**src/rtl/mp3_frame_sync_if.sv**
```systemverilog
`default_nettype none
// ============================================================================
//  Module   : mp3_frame_sync_if
//  Purpose  : Byte-stream input, payload output and decoded header fields
//             of the MP3 frame synchroniser. Statistics counters appear
//             only when MP3_FRAME_SYNC_STATS_EN is defined.
//  Revision : 1.0 - initial release
// ============================================================================
interface mp3_frame_sync_if;
    logic [7:0]  axiid;
    logic        axiiv;
    logic [7:0]  axiod;
    logic        axiov;
    logic        sof;
    logic        hdr_valid;
    logic        locked;
    logic        sync_lost;
    logic [1:0]  version;
    logic        prot;
    logic [8:0]  bitrate;
    logic [15:0] samp_rate;
    logic        padding;
    logic        private;
    logic [1:0]  mode;
    logic [1:0]  mode_ext;
    logic [1:0]  emphasis;
    logic [10:0] frame_sample;
    logic [10:0] frame_size;
`ifdef MP3_FRAME_SYNC_STATS_EN
    logic [15:0] frame_count;
    logic [7:0]  loss_count;
`endif

`ifdef MP3_FRAME_SYNC_STATS_EN
    modport master (
        output axiid, axiiv,
        input  axiod, axiov, sof, hdr_valid, locked, sync_lost, version, prot,
               bitrate, samp_rate, padding, private, mode, mode_ext, emphasis,
               frame_sample, frame_size, frame_count, loss_count
    );
    modport slave (
        input  axiid, axiiv,
        output axiod, axiov, sof, hdr_valid, locked, sync_lost, version, prot,
               bitrate, samp_rate, padding, private, mode, mode_ext, emphasis,
               frame_sample, frame_size, frame_count, loss_count
    );
`else
    modport master (
        output axiid, axiiv,
        input  axiod, axiov, sof, hdr_valid, locked, sync_lost, version, prot,
               bitrate, samp_rate, padding, private, mode, mode_ext, emphasis,
               frame_sample, frame_size
    );
    modport slave (
        input  axiid, axiiv,
        output axiod, axiov, sof, hdr_valid, locked, sync_lost, version, prot,
               bitrate, samp_rate, padding, private, mode, mode_ext, emphasis,
               frame_sample, frame_size
    );
`endif
endinterface
`default_nettype wire

```
**src/rtl/mp3_frame_sync.sv**
```systemverilog
`default_nettype none
// ============================================================================
//  Module   : mp3_frame_sync
//  Purpose  : Hunts a byte stream for MPEG audio Layer III headers, decodes
//             them, tracks frame boundaries and forwards locked payload.
//             Define MP3_FRAME_SYNC_STATS_EN to add frame/loss counters.
//  Revision : 1.0 - initial release
// ============================================================================
module mp3_frame_sync #(
    parameter int LOCK_FRAMES = 2,
    parameter int ALLOW_MPEG2 = 1
) (
    input  wire             clk,
    input  wire             rst,
    mp3_frame_sync_if.slave bus
);

    localparam logic [1:0] c_hunt    = 2'd0;
    localparam logic [1:0] c_payload = 2'd1;
    localparam logic [1:0] c_check   = 2'd2;
    localparam logic [3:0] c_lock    = 4'(LOCK_FRAMES);

    function automatic logic [8:0] f_bitrate(input logic mpeg1, input logic [3:0] idx);
        logic [8:0] v;
        v = 9'd0;
        if (mpeg1) begin
            case (idx)
                4'd1:  v = 9'd32;   4'd2:  v = 9'd40;   4'd3:  v = 9'd48;
                4'd4:  v = 9'd56;   4'd5:  v = 9'd64;   4'd6:  v = 9'd80;
                4'd7:  v = 9'd96;   4'd8:  v = 9'd112;  4'd9:  v = 9'd128;
                4'd10: v = 9'd160;  4'd11: v = 9'd192;  4'd12: v = 9'd224;
                4'd13: v = 9'd256;  4'd14: v = 9'd320;  default: v = 9'd0;
            endcase
        end else begin
            case (idx)
                4'd1:  v = 9'd8;    4'd2:  v = 9'd16;   4'd3:  v = 9'd24;
                4'd4:  v = 9'd32;   4'd5:  v = 9'd40;   4'd6:  v = 9'd48;
                4'd7:  v = 9'd56;   4'd8:  v = 9'd64;   4'd9:  v = 9'd80;
                4'd10: v = 9'd96;   4'd11: v = 9'd112;  4'd12: v = 9'd128;
                4'd13: v = 9'd144;  4'd14: v = 9'd160;  default: v = 9'd0;
            endcase
        end
        return v;
    endfunction

    function automatic logic [15:0] f_samp_rate(input logic [1:0] ver, input logic [1:0] idx);
        logic [15:0] v;
        case ({ver, idx})
            4'b11_00: v = 16'd44100;  4'b11_01: v = 16'd48000;  4'b11_10: v = 16'd32000;
            4'b10_00: v = 16'd22050;  4'b10_01: v = 16'd24000;  4'b10_10: v = 16'd16000;
            4'b00_00: v = 16'd11025;  4'b00_01: v = 16'd12000;  4'b00_10: v = 16'd8000;
            default:  v = 16'd0;
        endcase
        return v;
    endfunction

    // Only ever called with elaboration-time constants, so it folds to a ROM.
    function automatic logic [10:0] f_frame_bytes(input logic [7:0] key);
        int br;
        int sr;
        int k;
        int q;
        if (key[7:6] == 2'b01 || key[5:4] == 2'b11 || key[3:0] == 4'd0 || key[3:0] == 4'd15)
            return 11'd0;
        br = int'(f_bitrate(key[7:6] == 2'b11, key[3:0]));
        sr = int'(f_samp_rate(key[7:6], key[5:4]));
        k  = (key[7:6] == 2'b11) ? 144 : 72;
        q  = (k * br * 1000) / sr;
        return q[10:0];
    endfunction

    logic [10:0] w_fs_rom [0:255];

    generate
        for (genvar gi = 0; gi < 256; gi++) begin : g_fs_rom
            assign w_fs_rom[gi] = f_frame_bytes(8'(gi));
        end
    endgenerate

    logic [1:0]  r_state;
    logic [23:0] r_win;
    logic [2:0]  r_win_cnt;
    logic [3:0]  r_confirm;
    logic [10:0] r_pay_cnt;
    logic        r_first;
    logic [1:0]  r_sidx;
    logic [7:0]  r_axiod;
    logic        r_axiov, r_sof, r_hdr_valid, r_locked, r_sync_lost;
    logic [1:0]  r_version;
    logic        r_prot, r_padding, r_private;
    logic [8:0]  r_bitrate;
    logic [15:0] r_samp_rate;
    logic [1:0]  r_mode, r_mode_ext, r_emphasis;
    logic [10:0] r_frame_sample, r_frame_size;

    logic [31:0] w_win_next;
    logic [1:0]  w_ver, w_sidx;
    logic [3:0]  w_bidx;
    logic [2:0]  w_cnt_next;
    logic        w_full, w_hdr_ok, w_same, w_accept, w_reject;
    logic [10:0] w_frame_size;
    logic [3:0]  w_confirm_new;
    logic        w_unused_bits;

    assign w_win_next    = {r_win, bus.axiid};
    assign w_ver         = w_win_next[20:19];
    assign w_bidx        = w_win_next[15:12];
    assign w_sidx        = w_win_next[11:10];
    assign w_cnt_next    = (r_win_cnt == 3'd4) ? 3'd4 : r_win_cnt + 3'd1;
    assign w_full        = (w_cnt_next == 3'd4);
    assign w_hdr_ok      = (&w_win_next[31:21]) && (w_ver != 2'b01) &&
                           ((ALLOW_MPEG2 != 0) || (w_ver == 2'b11)) &&
                           (w_win_next[18:17] == 2'b01) &&
                           (w_bidx != 4'd0) && (w_bidx != 4'd15) && (w_sidx != 2'b11);
    // Layer is already pinned to III by w_hdr_ok, so only version/rate can drift.
    assign w_same        = (w_ver == r_version) && (w_sidx == r_sidx);
    assign w_accept      = bus.axiiv && w_full && w_hdr_ok &&
                           ((r_state == c_hunt) || ((r_state == c_check) && w_same));
    assign w_reject      = bus.axiiv && w_full && (r_state == c_check) && !(w_hdr_ok && w_same);
    assign w_frame_size  = w_fs_rom[{w_ver, w_sidx, w_bidx}] + {10'd0, w_win_next[9]};
    assign w_confirm_new = (r_state == c_hunt) ? 4'd1 :
                           (r_confirm == 4'hF) ? 4'hF : r_confirm + 4'd1;
    assign w_unused_bits = ^w_win_next[3:2];

    always_ff @(posedge clk) begin
        if (rst) begin
            r_state        <= c_hunt;
            r_win          <= 24'd0;
            r_win_cnt      <= 3'd0;
            r_confirm      <= 4'd0;
            r_pay_cnt      <= 11'd0;
            r_first        <= 1'b0;
            r_sidx         <= 2'd0;
            r_axiod        <= 8'd0;
            r_axiov        <= 1'b0;
            r_sof          <= 1'b0;
            r_hdr_valid    <= 1'b0;
            r_locked       <= 1'b0;
            r_sync_lost    <= 1'b0;
            r_version      <= 2'd0;
            r_prot         <= 1'b0;
            r_bitrate      <= 9'd0;
            r_samp_rate    <= 16'd0;
            r_padding      <= 1'b0;
            r_private      <= 1'b0;
            r_mode         <= 2'd0;
            r_mode_ext     <= 2'd0;
            r_emphasis     <= 2'd0;
            r_frame_sample <= 11'd0;
            r_frame_size   <= 11'd0;
        end else begin
            r_axiov     <= 1'b0;
            r_sof       <= 1'b0;
            r_hdr_valid <= 1'b0;
            r_sync_lost <= 1'b0;
            if (bus.axiiv) begin
                case (r_state)
                    c_hunt, c_check: begin
                        r_win     <= w_win_next[23:0];
                        r_win_cnt <= w_cnt_next;
                    end
                    c_payload: begin
                        if (r_locked) begin
                            r_axiov <= 1'b1;
                            r_axiod <= bus.axiid;
                            r_sof   <= r_first;
                        end
                        r_first   <= 1'b0;
                        r_pay_cnt <= r_pay_cnt - 11'd1;
                        if (r_pay_cnt == 11'd1) begin
                            r_state   <= c_check;
                            r_win_cnt <= 3'd0;
                        end
                    end
                    default: r_state <= c_hunt;
                endcase
            end
            if (w_accept) begin
                r_hdr_valid    <= 1'b1;
                r_version      <= w_ver;
                r_sidx         <= w_sidx;
                r_prot         <= w_win_next[16];
                r_bitrate      <= f_bitrate(w_ver == 2'b11, w_bidx);
                r_samp_rate    <= f_samp_rate(w_ver, w_sidx);
                r_padding      <= w_win_next[9];
                r_private      <= w_win_next[8];
                r_mode         <= w_win_next[7:6];
                r_mode_ext     <= w_win_next[5:4];
                r_emphasis     <= w_win_next[1:0];
                r_frame_sample <= (w_ver == 2'b11) ? 11'd1152 : 11'd576;
                r_frame_size   <= w_frame_size;
                r_pay_cnt      <= w_frame_size - 11'd4;
                r_first        <= 1'b1;
                r_confirm      <= w_confirm_new;
                r_locked       <= r_locked | (w_confirm_new >= c_lock);
                r_state        <= c_payload;
            end else if (w_reject) begin
                // Window keeps its 4 bytes (count stays 4) so hunting slides on.
                r_sync_lost <= r_locked;
                r_locked    <= 1'b0;
                r_confirm   <= 4'd0;
                r_state     <= c_hunt;
            end
        end
    end

    assign bus.axiod        = r_axiod;
    assign bus.axiov        = r_axiov;
    assign bus.sof          = r_sof;
    assign bus.hdr_valid    = r_hdr_valid;
    assign bus.locked       = r_locked;
    assign bus.sync_lost    = r_sync_lost;
    assign bus.version      = r_version;
    assign bus.prot         = r_prot;
    assign bus.bitrate      = r_bitrate;
    assign bus.samp_rate    = r_samp_rate;
    assign bus.padding      = r_padding;
    assign bus.private      = r_private;
    assign bus.mode         = r_mode;
    assign bus.mode_ext     = r_mode_ext;
    assign bus.emphasis     = r_emphasis;
    assign bus.frame_sample = r_frame_sample;
    assign bus.frame_size   = r_frame_size;

`ifdef MP3_FRAME_SYNC_STATS_EN
    logic [15:0] r_frame_count;
    logic [7:0]  r_loss_count;

    always_ff @(posedge clk) begin
        if (rst) begin
            r_frame_count <= 16'd0;
            r_loss_count  <= 8'd0;
        end else begin
            if (w_accept && (r_frame_count != 16'hFFFF))
                r_frame_count <= r_frame_count + 16'd1;
            if (w_reject && r_locked && (r_loss_count != 8'hFF))
                r_loss_count <= r_loss_count + 8'd1;
        end
    end

    assign bus.frame_count = r_frame_count;
    assign bus.loss_count  = r_loss_count;
`endif

endmodule
`default_nettype wire

```
**src/flat_wrapper.sv**
```systemverilog
// flat-port wrapper written by rule: the top's interface ports become plain ports
module mp3_frame_sync_flat 
#(
    parameter int LOCK_FRAMES = 2,
    parameter int ALLOW_MPEG2 = 1
)
  (clk, rst, bus_axiid, bus_axiiv, bus_axiod, bus_axiov, bus_sof, bus_hdr_valid, bus_locked, bus_sync_lost, bus_version, bus_prot, bus_bitrate, bus_samp_rate, bus_padding, bus_private, bus_mode, bus_mode_ext, bus_emphasis, bus_frame_sample, bus_frame_size);
  mp3_frame_sync_if bus_i ();
  input  wire clk;
  input  wire rst;
  input wire logic [$bits(bus_i.axiid)-1:0] bus_axiid;
  input wire logic [$bits(bus_i.axiiv)-1:0] bus_axiiv;
  output wire logic [$bits(bus_i.axiod)-1:0] bus_axiod;
  output wire logic [$bits(bus_i.axiov)-1:0] bus_axiov;
  output wire logic [$bits(bus_i.sof)-1:0] bus_sof;
  output wire logic [$bits(bus_i.hdr_valid)-1:0] bus_hdr_valid;
  output wire logic [$bits(bus_i.locked)-1:0] bus_locked;
  output wire logic [$bits(bus_i.sync_lost)-1:0] bus_sync_lost;
  output wire logic [$bits(bus_i.version)-1:0] bus_version;
  output wire logic [$bits(bus_i.prot)-1:0] bus_prot;
  output wire logic [$bits(bus_i.bitrate)-1:0] bus_bitrate;
  output wire logic [$bits(bus_i.samp_rate)-1:0] bus_samp_rate;
  output wire logic [$bits(bus_i.padding)-1:0] bus_padding;
  output wire logic [$bits(bus_i.private)-1:0] bus_private;
  output wire logic [$bits(bus_i.mode)-1:0] bus_mode;
  output wire logic [$bits(bus_i.mode_ext)-1:0] bus_mode_ext;
  output wire logic [$bits(bus_i.emphasis)-1:0] bus_emphasis;
  output wire logic [$bits(bus_i.frame_sample)-1:0] bus_frame_sample;
  output wire logic [$bits(bus_i.frame_size)-1:0] bus_frame_size;
  assign bus_i.axiid = bus_axiid;
  assign bus_i.axiiv = bus_axiiv;
  assign bus_axiod = bus_i.axiod;
  assign bus_axiov = bus_i.axiov;
  assign bus_sof = bus_i.sof;
  assign bus_hdr_valid = bus_i.hdr_valid;
  assign bus_locked = bus_i.locked;
  assign bus_sync_lost = bus_i.sync_lost;
  assign bus_version = bus_i.version;
  assign bus_prot = bus_i.prot;
  assign bus_bitrate = bus_i.bitrate;
  assign bus_samp_rate = bus_i.samp_rate;
  assign bus_padding = bus_i.padding;
  assign bus_private = bus_i.private;
  assign bus_mode = bus_i.mode;
  assign bus_mode_ext = bus_i.mode_ext;
  assign bus_emphasis = bus_i.emphasis;
  assign bus_frame_sample = bus_i.frame_sample;
  assign bus_frame_size = bus_i.frame_size;
  mp3_frame_sync #(.LOCK_FRAMES(LOCK_FRAMES), .ALLOW_MPEG2(ALLOW_MPEG2)) u_core (.clk(clk), .rst(rst), .bus(bus_i));
endmodule
```
**config.mk**
```make
export PLATFORM = sky130hd
export DESIGN_NAME = mp3_frame_sync_flat
export DESIGN_NICKNAME = d
export VERILOG_FILES = /design/src/rtl/mp3_frame_sync_if.sv /design/src/rtl/mp3_frame_sync.sv /design/src/flat_wrapper.sv
export SDC_FILE = /design/constraint.sdc
export NUM_CORES = 1
export LEC_CHECK = 0
export ABC_AREA = 1
export BUFFER_PORTS_ARGS = -buffer_cell sky130_fd_sc_hd__buf_2
export CAP_MARGIN = 10
export CORE_ASPECT_RATIO = 0.7
export CORE_MARGIN = 2
export CORE_UTILIZATION = 55
export CTS_CLUSTER_DIAMETER = 120
export DETAILED_ROUTE_END_ITERATION = 10
export PLACE_DENSITY = 0.88
export SYNTH_ARGS = -nofsm -noshare
export SYNTH_HDL_FRONTEND = slang
export SYNTH_SLANG_ARGS = --single-unit
```
**constraint.sdc**
```tcl
create_clock -name clk -period 3.3 [get_ports clk]
set_input_delay 0.495 -clock clk [delete_from_list [all_inputs] [get_ports clk]]
set_output_delay 0.495 -clock clk [all_outputs]
set_load 0.01 [all_outputs]
```
==> out/results.ini <==
[timing]
fin_skew_ns=0.0119
final_max_slew_viol_count=0
fin_crit_sh_pct=92.5
fmax_mhz=327
setup_violations=0
worstMarginPinSlew_ns=0.920
maxSlewHeadroom_pct=38.1
fin_hold_ws_ns=0.351
final-hold-violation-count=0
tns_ns=0
min_period_ns=3.05

[global_route]
antenna_found_initial=0
track_usage_pct=32.4
grt_max_degree=39
grt_overflow=0
grt_pass1_wl_um=35600
grt_pass1_vias=7205

[worst_setup_path]
path_max_fanout=20
cp_slowest_cell=dfxtp_1
cp_top_family=simple AND/OR/NAND/NOR gates
criticalPathCategory=reg2reg
cp-end-kind=flip-flop
path_buf_inv=1
critPathMaxStageDelay_ns=0.53
arrival_ns=3.40
start_kind=flip-flop
worst-endpoint-required_ns=3.65
crit_path_cell_trace=ha_1 > nor4b_1 > nand3_1 > nor2_2 > nand2_1 > inv_1 > nand2_1 > o21ai_0 > o21ai_0 > a21oi_1

[yosys]
synth_most_common_cell=nand2_1
syn-instance-count=1065
syn_area_per_cell_um2=6.56
synth_area_leaders=dfxtp_1, nand2_1, nand3_1
async_flop_share_pct=0
synth-warning-count=0
ys_top_cells_by_count=nand2_1, nor2_1, dfxtp_1
ys_types=47
syn_area_um2=6980
synth-seq-cells=115
synthFlopType=dfxtp_1
synth-seq-area-share_pct=33.0
yosysTopAreaCellShare_pct=33.0
synth_area_leader_cell=dfxtp_1
synth_edf_count=0

[route]
drt_wl_total_um=21700
wl_per_cell_um=16.7
drt_iter0_markers=1145
postRouteAntennaNets=0
viasPerCell=5.88
vias=7661
drt_first_pass_iters=7
drc=0

[floorplanning]
core-area_um2=12400
rows=34
start_util_pct=56.2
die_w_um=139
die_h_um=98.3
ios=82
die-area_um2=13600

[power_and_ir_drop]
finalPower_mw=3.95
seq_power_share_pct=36.8
comb_power_share_pct=16.9
p_clk_share_pct=46.3
powerDensity_nw_per_um2=492
leakage_nw=3.78
switching_share_pct=30.6
p_switching_mw=1.21
peakVddDrop_mv=0.407
internal_power_mw=2.74

[cts]
clkTransAtPathRegs_ns=0.06
cts_tree=built
cts-root-buf=clkbuf_16
cts.sinks=115
clk_latency_ns=0.43
numCtsBuffers=17
clk_path_buf_depth=2
htreeDepth=4

[placed_design]
hpwl_um=15200
gp_congestion=1.02
dp.cells=1273
portBuffers=70

[job]
drv_cap=0

[layout]
final_util_pct=64.6
layout-drive-gt1-share_pct=16.5
diodes=0
nets=1169
final_cells=1304
syn_to_final_growth_pct=14.9

[min_path]
hp-class=in2reg

[run_status]
status=finished, final reports clean

## layout make-up
| type | instances | area [um2] |
|---|---|---|
| Fill cell | 1035 | 4400 |
| Inverter | 106 | 403 |
| Clock inverter | 13 | 151 |
| Tap cell | 162 | 203 |
| Clock buffer | 18 | 429 |
| Sequential cell | 115 | 2300 |
| Multi-Input combinational cell | 789 | 3950 |
| Timing Repair Buffer | 101 | 583 |
## registers in the layout, indices dropped and copies added (netlist names), 3 cells and up, named ones only
signal                 flops
u_core.bus.samp_rate      14
u_core.bus.frame_size     11
u_core.r_confirm           4
u_core.r_win              24
u_core.bus.bitrate         6
u_core.r_pay_cnt          11
u_core.r_win_cnt           3
u_core.bus.axiod           8
## per-layer routing
layer / GRT usage, % / up-vias / routed length, um
met5: 0 / - / 0
met4: 12.4 / 0 / 647
met3: 10.8 / 85 / 2910
met2: 49.2 / 518 / 9220
met1: 42.9 / 3452 / 8930
li1: - / 3606 / -
## tightest hold or removal path: cells and delay by family
family                 cells  cell delay [ns]
buffers and inverters      2             0.18
AO/OA/AOI/OAI              1             0.06
## cells by family (layout without fill, tap and decap cells)
group                      count (synthesis)  in the layout  synth area share (%)
AOI/OAI and AO/OA                        216            216                  16.7
xor gates and xnor gates                  11             11                  1.38
adders and majority gates                 28             28                  5.02
buffers and inverters                    171            238                  11.3
DFF                                      115            115                  33.0
other                                      1             11                0.0537
and+or+nand+nor                          523            523                  32.6
## placed cells by master, fill, tap and decap left out, types with 3 or more instances in the layout
master	synthesis	layout
nand2_1	243	241
nor2_1	116	116
dfxtp_1	115	113
nand3_1	95	95
o21ai_0	93	93
inv_1	93	92
a21oi_1	84	84
buf_2	10	70
buf_4	23	31
ha_1	28	25
clkbuf_16	0	17
nor2_2	16	15
nand4_1	14	14
nor3_1	14	14
nand2_2	9	11
conb_1	1	11
inv_2	9	9
o211ai_1	8	8
o22ai_1	8	8
xnor2_1	6	6
o21ai_1	5	5
xor2_1	5	5
clkinv_4	0	5
nor2_4	3	4
inv_6	0	4
clkinv_1	3	3
nand3_2	3	3
a31oi_1	3	3
ha_2	0	3
## through the flow
stage	worst slack, ns	instance area, um2
global placement	0.402	7420
global route	-0.0193	8020
detailed placement	0.289	7420
floorplan	0.356	7020
finish	0.246	8020
CTS	0.279	8000
## power groups by stage
stage / combinational [mW] / clock (mW) / sequential (mW)
2_1_floorplan: 0.482 / 0 / 1.47
3_3_place_gp: 0.634 / 0 / 1.48
3_5_place_dp: 0.628 / 0 / 1.48
4_1_cts: 0.636 / 1.83 / 1.45
5_1_grt: 0.737 / 1.89 / 1.46
6_report: 0.669 / 1.83 / 1.45
## final timing paths
kind,from,slack [ns],to,depth (start not counted)
max,u_core.r_win[2]$_SDFFE_PP0P_,0.25,u_core.r_pay_cnt[1]$_SDFFE_PP0P_,10
min,bus_axiid[1],0.35,u_core.r_win[1]$_SDFFE_PP0P_,3
max reg2reg,u_core.r_win[2]$_SDFFE_PP0P_,0.25,u_core.r_pay_cnt[1]$_SDFFE_PP0P_,10
min reg2reg,flip-flop,0.46,u_core.bus.bitrate[8]$_SDFFE_PP0P_,2
## timing repair
| item | CTS | global route |
|---|---|---|
| resized for setup | 0 | 10 |
| setup buffers | 0 | 0 |
| hold buffers | 0 | 0 |
| endpoints found under the setup margin | 0 | 4 |
No activity file was read; power rests on OpenSTA's default activity.
